===== config.mk =====
export PLATFORM = sky130hd
export DESIGN_NAME = updown_counter_mod
export DESIGN_NICKNAME = d
export VERILOG_FILES = /design/src/rtl/updown_counter_mod.sv
export SDC_FILE = /design/constraint.sdc
export NUM_CORES = 1
export LEC_CHECK = 0
export ABC_AREA = 1
export ABC_CLOCK_PERIOD_IN_PS = 1890
export CORE_ASPECT_RATIO = 0.6
export CORE_MARGIN = 4
export CORE_UTILIZATION = 40
export DETAILED_ROUTE_END_ITERATION = 7
export PLACE_DENSITY = 0.68
export SLEW_MARGIN = 20
export SYNTH_ARGS = -nofsm -noshare
export SYNTH_HDL_FRONTEND = slang
export SYNTH_SLANG_ARGS = --single-unit
export TNS_END_PERCENT = 1

===== constraint.sdc =====
create_clock -name clk -period 1.89 [get_ports clk]
set_input_delay 0.2835 -clock clk [delete_from_list [all_inputs] [get_ports clk]]
set_output_delay 0.2835 -clock clk [all_outputs]
set_load 0.02 [all_outputs]

===== src/rtl/updown_counter_mod.sv =====
// updown_counter_mod: parametrised up/down modulo counter with load, wrap/saturate and wrap pulses; UPDOWN_DIV_TOGGLE_EN adds div_out
module updown_counter_mod #(
  parameter int unsigned WIDTH = 8,
  parameter int unsigned MAX_VAL = (1 << WIDTH) - 1
) (
  input  logic             clk,
  input  logic             rst,
  input  logic             en,
  input  logic             incr,
  input  logic             decr,
  input  logic             sat_mode,
  input  logic             load,
  input  logic [WIDTH-1:0] load_val,
  output logic [WIDTH-1:0] count,
  output logic             wrap_up,
  output logic             wrap_dn,
  output logic             at_max,
  output logic             at_min
`ifdef UPDOWN_DIV_TOGGLE_EN
  ,
  output logic             div_out
`endif
);
  localparam logic [WIDTH-1:0] MAX = WIDTH'(MAX_VAL);
  logic up, dn, wu_n, wd_n;
  logic [WIDTH-1:0] count_n;
  assign at_max = count == MAX;
  assign at_min = count == '0;
  assign up = en & incr & ~decr & ~load;
  assign dn = en & decr & ~incr & ~load;
  // next count and wrap detection; load clamps, steps wrap or saturate at the bounds
  always_comb begin
    wu_n = up & ~sat_mode & at_max;
    wd_n = dn & ~sat_mode & at_min;
    count_n = load ? (load_val > MAX ? MAX : load_val) :
              up   ? (at_max ? (sat_mode ? count : '0) : count + 1'b1) :
              dn   ? (at_min ? (sat_mode ? count : MAX) : count - 1'b1) : count;
  end
  // state registers with synchronous reset
  always_ff @(posedge clk) begin
    if (rst) begin
      count <= '0;
      wrap_up <= 1'b0;
      wrap_dn <= 1'b0;
    end else begin
      count <= count_n;
      wrap_up <= wu_n;
      wrap_dn <= wd_n;
    end
  end
`ifdef UPDOWN_DIV_TOGGLE_EN
  // divided strobe flips on every wrap in either direction
  always_ff @(posedge clk) begin
    if (rst) div_out <= 1'b0;
    else if (wu_n | wd_n) div_out <= ~div_out;
  end
`endif
endmodule


==> reports/metrics.csv <==
stage,metric,value,unit
detailed_routing,routed_wl,2.99,mm
placed_design,gp_congestion,0.879,
placed_design,dp_hpwl,2.46,mm
cells_and_area,layout-drive-gt1-share,20.6,%
global_routing,grt_pass1_vias,1103,
logic_synthesis,synth-seq-cells,10,
sta,post-route-min-period,1770,ps
critical_path,required,1610,ps
cells_and_area,final_util,60.9,%
floorplan,die_h,46.4,um
floorplan,num_rows,13,
clock_network,numCtsBuffers,3,
sta,rsz0062_at_grt,no,
detailed_routing,via_count,1181,
pwr,cellLeakagePower,0.647,nW
logic_synthesis,synth_compound_gate_area_share,13.7,%
clock_network,cts_tree,yes,
logic_synthesis,async_flop_share,0,%
logic_synthesis,avgSynthCellArea,6.19,um2
global_routing,antenna_found_initial,0,
logic_synthesis,synth-simple-area-share,46.6,%
worst_hold_path,min_to,count[7]$_SDFFE_PP0P_,
sta,slew_headroom,81.3,%
logic_synthesis,ys_warn_count,0,
sta,fmax,566,MHz
logic_synthesis,yosysUniqueCellTypes,24,
logic_synthesis,synthFlopType,dfxtp_1,
sta,worst_slack,123,ps
clock_network,holdBufCountCts,0,
worst_hold_path,min_path_cells,2,
global_routing,grt.overflow.total,0,
critical_path,critical_path_class,reg -> out,
sta,worst_slew_pin_slew,280,ps
pwr,ir_drop,0.337,mV
floorplan,die_w,72.1,um
global_routing,grt_start_max_net_pins,12,
worst_hold_path,min_from,count[7]$_SDFFE_PP0P_,
logic_synthesis,yosysMostFrequentCell,nand2_1,
detailed_routing,ant_nets,0,
logic_synthesis,ys_seq_area_share,20.3,%
logic_synthesis,synthTopCellsByCount,"34 x nand2_1, 22 x nand3_1, 16 x inv_1, 13 x nor2_1, 11 x o21ai_0",
critical_path,rr_worst_depth,12,
critical_path,critical_path.max_fanout,7,
run,max_cap_viol_count,0,
clock_network,cts_setup_buffers,0,
critical_path,reg2reg_slack,180,ps
floorplan,core,2240,um2
logic_synthesis,synth_fa_ha_area_share,3.81,%
critical_path,timing.rr.start,count[1]$_SDFFE_PP0P_,
cells_and_area,diodes,0,
logic_synthesis,synth_area_leaders,"dfxtp_1 20%, nand2_1 13%, nand3_1 11%, inv_1 6.1%, o21ai_0 5.6%",
placed_design,portBuffers,26,
sta,drv_slew,0,
cells_and_area,layout.cells.non_filler,224,
critical_path,start_kind,flip-flop,
detailed_routing,viasPerCell,5.27,
worst_hold_path,hp-class,reg -> reg,
sta,hold_viol_final,0,
detailed_routing,drc,0,
clock_network,cts_max_level,1,
cells_and_area,fillers,201,
sta,skew,3.01,ps
floorplan,die-area,3350,um2
logic_synthesis,synth_top_area_share,20.3,%
global_routing,grtUsageTotal,18.9,%
placed_design,dp_cells,221,
sta,setup_violations,0,
logic_synthesis,syn-cell-area,985,um2
logic_synthesis,synth-xor-area-share,1.78,%
cells_and_area,synthToLayoutAreaGrowth,38.8,%
logic_synthesis,synth_edf_count,0,
sta,finalCritPeriodShare,93.5,%
cells_and_area,fin_nets,214,
placed_design,post-place-ws,51.4,ps
logic_synthesis,synthCells,159,
global_routing,grt_pass1_wl,4.80,mm
detailed_routing,wl_per_cell,13.4,um
sta,timing.setup.tns,0,ps
critical_path,r2r-end,count[1]$_SDFFE_PP0P_,
logic_synthesis,syn-num-nets,177,
clock_network,clk_pin_slew_worst_paths,40,ps
clock_network,clock-sinks,10,
logic_synthesis,synth_top_family_by_area,simple AND/OR/NAND/NOR gates,
clock_network,ctsResizeCount,2,
outcome,status,"finished, final reports clean",
critical_path,cp-end-kind,output port,
clock_network,clockRootBuffer,clkbuf_8,
clock_network,insertion_delay,230,ps
critical_path,worstPathArrival,1480,ps
detailed_routing,drt_iter0_drc,57,
pwr,power.density,646,nW/um2
clock_network,cts_buffer_depth,2,
detailed_routing,first_pass_iters,4,
floorplan,io_pins,27,
logic_synthesis,yosys.area.top_type,dfxtp_1,
logic_synthesis,muxShareOfSynthArea,0,%
floorplan,initial_core_util,43.9,%
==> final cells by class <==
| type | instances | area, um2 | area share [%] |
|---|---|---|---|
| inverters | 20 | 75.1 | 5.49 |
| well taps | 30 | 37.5 | 2.75 |
| flip-flops and latches | 10 | 203 | 14.8 |
| multi-input cells | 123 | 649 | 47.5 |
| repair buffers | 38 | 360 | 26.4 |
| clock buffers | 3 | 41.3 | 3.02 |
==> cell families (layout without fill, tap and decap cells) <==
| family | count (synthesis) | count (layout) |
|---|---|---|
| adders and majority gates | 3 | 3 |
| xor gates and xnor gates | 2 | 2 |
| and+or+nand+nor | 92 | 92 |
| DFF | 10 | 10 |
| AOI/OAI and AO/OA | 26 | 26 |
| buffers and inverters | 26 | 61 |
==> per-stage QoR <==
step                      instance area, um2  power, mW  hold WS, ps
final                                   1370      0.883          570
after global routing                    1370      0.937          599
after CTS                               1360      0.886          566
after detailed placement                1330      0.667          560
after global placement                  1330      0.662          551
after floorplan                          985      0.519          353
==> how the worst max path moves through the flow <==
stage | cells after the start | to | startpoint | slack [ps]
final | 2 | count[6] | count[6]$_SDFFE_PP0P_ | 120
after detailed placement | 10 | count[5]$_SDFFE_PP0P_ | load | 50
after global placement | 6 | at_max | count[1]$_SDFFE_PP0P_ | 90
after CTS | 5 | at_min | count[0]$_SDFFE_PP0P_ | 90
after floorplan | 10 | count[6]$_SDFFE_PP0P_ | count[0]$_SDFFE_PP0P_ | 270
after global routing | 12 | count[1]$_SDFFE_PP0P_ | count[1]$_SDFFE_PP0P_ | 2
==> flip-flops by register name (all words and copies together), names as in the netlist <==
signal   count
wrap_up      1
count        8
wrap_dn      1
==> layout by cell type (no fill, tap or decap), types with 2 or more instances in the layout <==
master and instances:
dlygate4sd2_1 2, nor2_2 4, clkdlybuf4s50_1 24, dfxtp_2 2
nor4_1 2, inv_2 4, o21ai_1 5, xor2_1 2
nand3_1 22, dfxtp_1 8, nand2_1 34, ha_1 3
o21ai_0 11, nor2_1 13, clkbuf_8 3, nand3_2 5
or2_2 3, nand2_2 4, buf_4 11, a21oi_1 8
inv_1 16, nand4_1 2
==> critical path, stage by stage, from the launching register on <==
cell	delay, ps
dfxtp_1	470
buf_4	190
clkdlybuf4s50_1	600
==> per-layer routing <==
layer / wire [um] / GRT usage [%]
met3: 214 / 5.88
met4: 0 / 1.12
met1: 1400 / 24.1
met5: 0 / 0
met2: 1380 / 33.4
==> power breakdown <==
part           internal (mW)  switching (mW)
Clock                  0.139          0.0778
Sequential             0.233          0.0360
Combinational          0.177           0.221
Note: power is estimated with default switching activity, not from simulation.
